**src/rtl/port_arbiter_pkg.sv**
```systemverilog
// Shared NoC router constants: port count, packet width and router port indices.
package pa_noc;

  localparam int N_PORTS      = 5;
  localparam int PACKET_WIDTH = 16;

  typedef enum logic [2:0] {
    NI    = 3'd0,
    NORTH = 3'd1,
    SOUTH = 3'd2,
    EAST  = 3'd3,
    WEST  = 3'd4
  } port_e;

  // Index width that stays legal for a single-port configuration.
  function automatic int idxWidth(input int n);
    return (n > 1) ? $clog2(n) : 1;
  endfunction

endpackage

```
**src/rtl/port_arbiter_if.sv**
```systemverilog
// Request/accept bundle between the input ports and one router output port.
interface port_arbiter_if
  import pa_noc::*;
#(
  parameter int N_PORTS      = pa_noc::N_PORTS,
  parameter int PACKET_WIDTH = pa_noc::PACKET_WIDTH
);
  localparam int IDX_W = idxWidth(N_PORTS);

  logic [N_PORTS-1:0]              i_valid;
  logic [N_PORTS*PACKET_WIDTH-1:0] i_packet;
  logic [N_PORTS-1:0]              o_ready;
  logic [PACKET_WIDTH-1:0]         o_packet;
  logic                            o_valid;
  logic                            i_ready;
  logic [IDX_W-1:0]                o_grantIdx;

  // Traffic sources and the downstream consumer sit on the master side.
  modport master (
    output i_valid, i_packet, i_ready,
    input  o_ready, o_packet, o_valid, o_grantIdx
  );

  modport slave (
    input  i_valid, i_packet, i_ready,
    output o_ready, o_packet, o_valid, o_grantIdx
  );

endinterface

```
**src/rtl/port_arbiter_rr_arbiter.sv**
```systemverilog
// Combinational rotating-priority pick: first set request at or above ptr, wrapping.
module rr_arbiter
  import pa_noc::*;
#(
  parameter int N_PORTS = pa_noc::N_PORTS,
  parameter int IDX_W   = idxWidth(N_PORTS)
) (
  input  logic [N_PORTS-1:0] req,
  input  logic [IDX_W-1:0]   ptr,
  output logic [N_PORTS-1:0] grant,
  output logic [IDX_W-1:0]   idx
);

  logic found;
  int   k;

  always_comb begin
    grant = '0;
    idx   = '0;
    found = 1'b0;
    k     = 0;
    for (int i = 0; i < N_PORTS; i++) begin
      k = int'(ptr) + i;
      if (k >= N_PORTS) k = k - N_PORTS;
      if (!found && req[k]) begin
        found    = 1'b1;
        grant[k] = 1'b1;
        idx      = IDX_W'(k);
      end
    end
  end

endmodule

```
**src/rtl/port_arbiter.sv**
```systemverilog
// One router output port: round-robin over the inputs into a single registered output slot.
module port_arbiter
  import pa_noc::*;
#(
  parameter int N_PORTS      = pa_noc::N_PORTS,
  parameter int PACKET_WIDTH = pa_noc::PACKET_WIDTH
) (
  input logic           i_clk,
  input logic           i_srst,
  port_arbiter_if.slave bus
);

  localparam int IDX_W = idxWidth(N_PORTS);

  localparam logic [0:0] EMPTY = 1'b0;
  localparam logic [0:0] FULL  = 1'b1;

  logic [0:0]              state_p1;
  logic [PACKET_WIDTH-1:0] packet_p1;
  logic [IDX_W-1:0]        grantIdx_p1;
  logic [IDX_W-1:0]        rrPtr;

  logic [N_PORTS-1:0]      grant;
  logic [IDX_W-1:0]        winIdx;
  logic [IDX_W-1:0]        nextPtr;
  logic [PACKET_WIDTH-1:0] winPacket;
  logic                    slotFree;
  logic                    inXfer;
  logic                    outXfer;

  rr_arbiter #(
    .N_PORTS (N_PORTS),
    .IDX_W   (IDX_W)
  ) u_rr (
    .req   (bus.i_valid),
    .ptr   (rrPtr),
    .grant (grant),
    .idx   (winIdx)
  );

  // Slot can take a packet when empty or when its occupant leaves this same edge.
  assign slotFree    = (state_p1 == EMPTY) || bus.i_ready;
  assign bus.o_ready = (slotFree && !i_srst) ? grant : '0;
  assign inXfer      = |bus.o_ready;
  assign outXfer     = (state_p1 == FULL) && bus.i_ready;
  assign nextPtr     = (winIdx == IDX_W'(N_PORTS - 1)) ? '0 : winIdx + 1'b1;

  always_comb begin
    winPacket = '0;
    for (int k = 0; k < N_PORTS; k++) begin
      if (grant[k]) winPacket = bus.i_packet[k*PACKET_WIDTH +: PACKET_WIDTH];
    end
  end

  // ---- stage p1: registered output slot ----
  always_ff @(posedge i_clk) begin
    if (i_srst) begin
      state_p1    <= EMPTY;
      packet_p1   <= '0;
      grantIdx_p1 <= '0;
      rrPtr       <= '0;
    end else if (inXfer) begin
      state_p1    <= FULL;
      packet_p1   <= winPacket;
      grantIdx_p1 <= winIdx;
      rrPtr       <= nextPtr;
    end else if (outXfer) begin
      state_p1    <= EMPTY;
      packet_p1   <= '0;
      grantIdx_p1 <= '0;
    end
  end

  assign bus.o_valid    = state_p1;
  assign bus.o_packet   = packet_p1;
  assign bus.o_grantIdx = grantIdx_p1;

endmodule
```
**src/flat_wrapper.sv**
```systemverilog
// flat-port wrapper written by rule: the top's interface ports become plain ports
module port_arbiter_flat import pa_noc::*;
#(
  parameter int N_PORTS      = pa_noc::N_PORTS,
  parameter int PACKET_WIDTH = pa_noc::PACKET_WIDTH
)
  (i_clk, i_srst, bus_i_valid, bus_i_packet, bus_i_ready, bus_o_ready, bus_o_packet, bus_o_valid, bus_o_grantIdx);
  port_arbiter_if #(.N_PORTS(N_PORTS), .PACKET_WIDTH(PACKET_WIDTH)) bus_i ();
  input logic i_clk;
  input logic i_srst;
  input wire logic [$bits(bus_i.i_valid)-1:0] bus_i_valid;
  input wire logic [$bits(bus_i.i_packet)-1:0] bus_i_packet;
  input wire logic [$bits(bus_i.i_ready)-1:0] bus_i_ready;
  output wire logic [$bits(bus_i.o_ready)-1:0] bus_o_ready;
  output wire logic [$bits(bus_i.o_packet)-1:0] bus_o_packet;
  output wire logic [$bits(bus_i.o_valid)-1:0] bus_o_valid;
  output wire logic [$bits(bus_i.o_grantIdx)-1:0] bus_o_grantIdx;
  assign bus_i.i_valid = bus_i_valid;
  assign bus_i.i_packet = bus_i_packet;
  assign bus_i.i_ready = bus_i_ready;
  assign bus_o_ready = bus_i.o_ready;
  assign bus_o_packet = bus_i.o_packet;
  assign bus_o_valid = bus_i.o_valid;
  assign bus_o_grantIdx = bus_i.o_grantIdx;
  port_arbiter #(.N_PORTS(N_PORTS), .PACKET_WIDTH(PACKET_WIDTH)) u_core (.i_clk(i_clk), .i_srst(i_srst), .bus(bus_i));
endmodule
```
**config.mk**
```make
export PLATFORM = sky130hd
export DESIGN_NAME = port_arbiter_flat
export DESIGN_NICKNAME = d
export VERILOG_FILES = /design/src/rtl/port_arbiter_pkg.sv /design/src/rtl/port_arbiter_if.sv /design/src/rtl/port_arbiter_rr_arbiter.sv /design/src/rtl/port_arbiter.sv /design/src/flat_wrapper.sv
export SDC_FILE = /design/constraint.sdc
export NUM_CORES = 1
export LEC_CHECK = 0
export ABC_CLOCK_PERIOD_IN_PS = 6050
export BUFFER_PORTS_ARGS = -buffer_cell sky130_fd_sc_hd__buf_2
export CAP_MARGIN = 20
export CORE_UTILIZATION = 30
export CTS_CLUSTER_DIAMETER = 150
export CTS_CLUSTER_SIZE = 12
export DETAILED_ROUTE_END_ITERATION = 10
export PLACE_DENSITY = 0.53
export RECOVER_POWER = 100
export SKIP_LAST_GASP = 1
export SLEW_MARGIN = 0
export SYNTH_ARGS = -nofsm -noshare
export SYNTH_HDL_FRONTEND = slang
export SYNTH_SLANG_ARGS = --single-unit
```
**constraint.sdc**
```tcl
create_clock -name i_clk -period 6.05 [get_ports i_clk]
set_clock_uncertainty 0.1 [all_clocks]
set_input_delay 0.3025 -clock i_clk [delete_from_list [all_inputs] [get_ports i_clk]]
set_output_delay 0.3025 -clock i_clk [all_outputs]
set_load 0.02 [all_outputs]
```
---- Yosys cells after proc, flatten, opt, wreduce, memory -nomap -nowiden ----
Index checks and enable logic that the tools add are counted.
operators by class
  add/subtract/negate cells ............... 10
  order comparisons ....................... 15
  eq/ne operators ......................... 1
  mux-type cells .......................... 57
  bitwise gates (word level) .............. 5
  reductions and logical operators ........ 19
operators with widths
  operator             count
  $ge 32x1->1 const B  5
  $lt 32x5->1 const B  5
  $mux 32              5
  $mux 16              7
  $mux 5               6
  $mux 3               8
  $mux 1               21
  $or 5x5->5           4
  $sub 4x3->5 const B  4
  $ge 4x3->1 const B   4
  $bmux 1 s3           5
  $demux 1 s3          5
  $logic_and 1x1->1    11
  $add 3x2->4 const B  2
  $logic_not 1->1      5
  $reduce_or 5->1      1
  $add 3x1->4 const B  1
  $add 3x3->4 const B  1
  $sub 3x3->4 const B  1
  $add 3x1->3 const B  1
  $eq 3x3->1 const B   1
  $ge 3x3->1 const B   1
  $reduce_bool 2->1    1
  $logic_or 1x1->1     1
  $not 1->1            1
word-level totals
  bits in registers ....................... 23
  input port bits ......................... 88
  output and inout bits ................... 25
  word-level logic and storage cells ...... 111

---- Depth between registers and ports, before layout ----
  depth in word-level cells ............... 24
  depth in mapped cells ................... 21
  mapped depth without buffers ............ 18

---- Hierarchy ----
A second synthesis with hierarchy kept.
second synthesis, totals
  cell total of the unflattened synthesis .. 412
  area, all modules ....................... 3,163.0 µm²
modules (own cells, without submodules)
  module        times used  cells an instance  area each (µm²)  sequential area each (µm²)
  rr_arbiter    1           244                1,670.4          0.0
  port_arbiter  1           168                1,492.7          460.4

---- Worst setup path before layout ----
No wires, ideal clock.
  path kind ............................... reg-to-output
  from .................................... reg u_core.rrPtr[1]
  to ...................................... out bus_o_ready[3]
  arrival ................................. 3.933 ns
  required time ........................... 5.648 ns
  slack ................................... 1.714 ns
  stages on the path, launching flop included .. 16
  buffers on the path ..................... 3
  cell sequence ........................... dfxtp_1 clkbuf_1 inv_1 ha_1 ha_1 clkbuf_1 o31a_1 o22ai_1 mux2i_1 o22ai_1 nor2_1 and3b_1 a211oi_2 a21boi_1 buf_2 nor2_1
between the ends
  cells in the longest elaborated chain, start to end .. 19
  elaborated cells on any way between the ends .. 81
  those cells by class .................... add/sub (9); order compare (15); mux (40); bitwise (4); reduce/logical (13)
ends and longest elaborated chain
  what                                                                  RTL line                       text
  start: declaration                                                    port_arbiter.sv:21             logic [IDX_W-1:0] rrPtr;
  start signal: assignment                                              port_arbiter.sv:66             rrPtr <= nextPtr;
  parallel branches: the longest is 17 deep, another holds $ge 32x1->1  --
  $mux 5 *                                                              port_arbiter_rr_arbiter.sv:25  if (!found && req[k]) begin
  $mux 5 *                                                              port_arbiter.sv:43             assign bus.o_ready = (slotFree && !i_srst) ? grant : '0;
  end: declaration                                                      flat_wrapper.sv:14             output wire logic [$bits(bus_i.o_ready)-1:0] bus_o_ready;
Mark *: on every way between the ends. The select of a mux whose other input is x is not followed.

---- Worst setup path after layout ----
  from .................................... reg u_core.rrPtr[2]
  to ...................................... out bus_o_ready[4]
The elaborated chain is that of the path after synthesis.

==> metrics.txt <==
status finished clean; die height 105 um; fin nets 621; ANT nets after route 0; crit path time final 5.52 ns; Tcrit/Tclk final 91.2%; final WL 11500 um; DRC errors left 0; initial antenna violation count 0; Worst R2R Start u_core.rrPtr[2]; global-route wire length before repair 18400 um; critical path startpoint u_core.rrPtr[2]; Core Region 10300 um^2; post-synthesis cell type count 78; initial core utilization 30.7%; min-delay src i_srst; VDD IR max 0.000286 V; Worst Path Required 5.65 ns; post-synthesis average cell area 7.42 um^2; I/O Buffers 112; Net Count, Synth 528; Pre-Repair DR Iteration Count 5; post-CTS sizing 0; I/O pin total 113; CTS tree built; Ys Warns 0; Die Width 105 um; setup_tns 0 ns; hold path depth 2; worst reg2reg endpoint u_core.bus.o_packet[2]; Slew Limit Headroom 31.1%; via count 3882; CTS Sinks 23; critical path class register to output pin; CTS root buf clkbuf_8; Final Hold Slack 0.231 ns; number of global-route vias before repair 3646; met1 global-route usage 27.3%; post-synth top area share 14.6%; Worst-Margin Slew 1.03 ns; grt met3 use 2.82%; Setup Buffers After CTS 0; Skew-Pair Late Insertion Delay 0.26 ns; 1st-iter DRT viols 424; Tot GR Track Use 20.7%; full die area 10900 um^2; clock buffer depth 2; Cell Area, Synth 3150 um^2; layout cell share with drive strength beyond 1 23.8%; cell with the most instances after synthesis o21ai_0; top cells by area, synth dfxtp_1, ha_1, a221oi_1, a21o_1, o21ai_0; Hold Fails Final Rpt 0; clk slew on worst S/H paths 0.08 ns; # setup viols final 0; asr flop ratio synth 0%; Worst Reg2Reg Path Length in Cells 13; CP Launch Type register; synth cell count leaders o21ai_0, nor2_1, nor3_1; CP Capture Type output pin; met2 Track Usage GR 35.5%; Post-Synthesis Cells 425; multi-input logic area 2460 um^2; row cnt 37; FF/Latch Area 460 um^2; antenna fix cells 0; Max Cap Viol 0; CP Max Fanout 28; #FFs+latches synth 23; unrepaired setup endpoints after global routing no; Final Max Tran Viols 0; pin count of the biggest net entering global routing 47; WL/cell 17.6 um; register area share after synthesis 14.6%; Worst R2R Setup Slack 0.57 ns; H-tree Lvls 1; Power Density 596 nW/um^2; vias per inst 5.94; Post-synth EDFFs 0; Hold Buf Count CTS 0; global route total overflow 0; dominant synthesized flop cell dfxtp_1; FMAX 181 MHz; gr busiest metal met2; clock buffer count from CTS 3; Synth area leader dfxtp_1; Hold Crit Class input port to register; Syn-to-layout area delta 19.8%; Hold Crit Endpoint u_core.rrPtr[2]; Static Leak 0.00166 uW; Final Wtd Congestion 0.951; fill count 1122; Post-DP HPWL 8860 um; Critical Path AT 5.12 ns
-- kinds of logic after synthesis --
| group | after synthesis | share of synthesized area, % |
|---|---|---|
| AND/OR/NAND/NOR | 148 | 27.0 |
| XOR/XNOR | 4 | 1.35 |
| adder cells (fa/ha/maj) | 15 | 6.19 |
| flip-flops | 23 | 14.6 |
| AO/OA/AOI/OAI | 172 | 38.3 |
| buffers and inverters | 46 | 7.03 |
| multiplexers | 17 | 5.56 |
-- final cells by class --
| type | count | area share [%] |
|---|---|---|
| inverter | 13 | 1.29 |
| tap | 136 | 4.50 |
| sequential | 23 | 12.2 |
| clock buffer | 3 | 1.09 |
| timing repair buffer | 121 | 15.8 |
| clock inverter | 1 | 0.132 |
| multi-input combinational | 356 | 65.0 |
-- cells in the final DEF, fill, tap and decap left out, types with 11 or more instances in the layout --
master / n
dfxtp_1: 23
nand3_1: 11
buf_2: 90
o21ai_0: 33
clkbuf_1: 22
a21oi_1: 23
a221oi_1: 19
a21o_1: 22
nor3_1: 25
o22ai_1: 23
inv_1: 13
mux2i_1: 13
a211oi_1: 11
nand2_1: 22
ha_1: 14
nor2_1: 27
-- how the worst max path moves through the flow --
stage / depth (start not counted) / to
floorplan: 15 / bus_o_ready[3]
global placement: 14 / u_core.bus.o_packet[4]
detailed placement: 14 / u_core.bus.o_packet[4]
CTS: 10 / bus_o_ready[4]
global route: 10 / bus_o_ready[4]
finish: 10 / bus_o_ready[4]
-- registers in the layout (all words and copies together), names as in the netlist --
| signal | count |
|---|---|
| u_core.bus.o_grantIdx | 3 |
| u_core.bus.o_valid | 1 |
| u_core.rrPtr | 3 |
| u_core.bus.o_packet | 16 |
-- stage by stage --
stage               power [uW]  instances  util (%)  instance area (um^2)  worst slack (ns)
detailed placement        2170        648      36.7                  3770             0.741
CTS                       2280        652      37.1                  3820             0.644
global route              2450        653      36.8                  3780            0.0882
finish                    2250        653      36.8                  3780             0.530
floorplan                 1710        425         -                  3150              1.71
global placement          2170        648      36.7                  3770             0.883
-- critical path, cell delays in order, from the launching register on --
cell      delay, ns
dfxtp_1        0.86
ha_1           0.92
nor2b_1        0.19
o21ai_1        0.24
o211ai_1       0.17
a211oi_2       0.60
nor4b_2        0.55
nand3_1        0.30
o21a_1         0.45
nor2_1         0.29
clkbuf_1       0.27
-- layer usage --
metal  up-vias  share of wire (%)
met2       174                 48
met4         0                1.5
met5         -                  0
li1       1827                  -
met1      1865                 43
met3        16                7.5
-- report_power, final --
group | switching, uW | internal, uW
logic | 1180 | 723
clock network | 51.7 | 46.0
registers | 38.3 | 215
total | 1270 | 984
No activity file was read; power rests on OpenSTA's default activity.
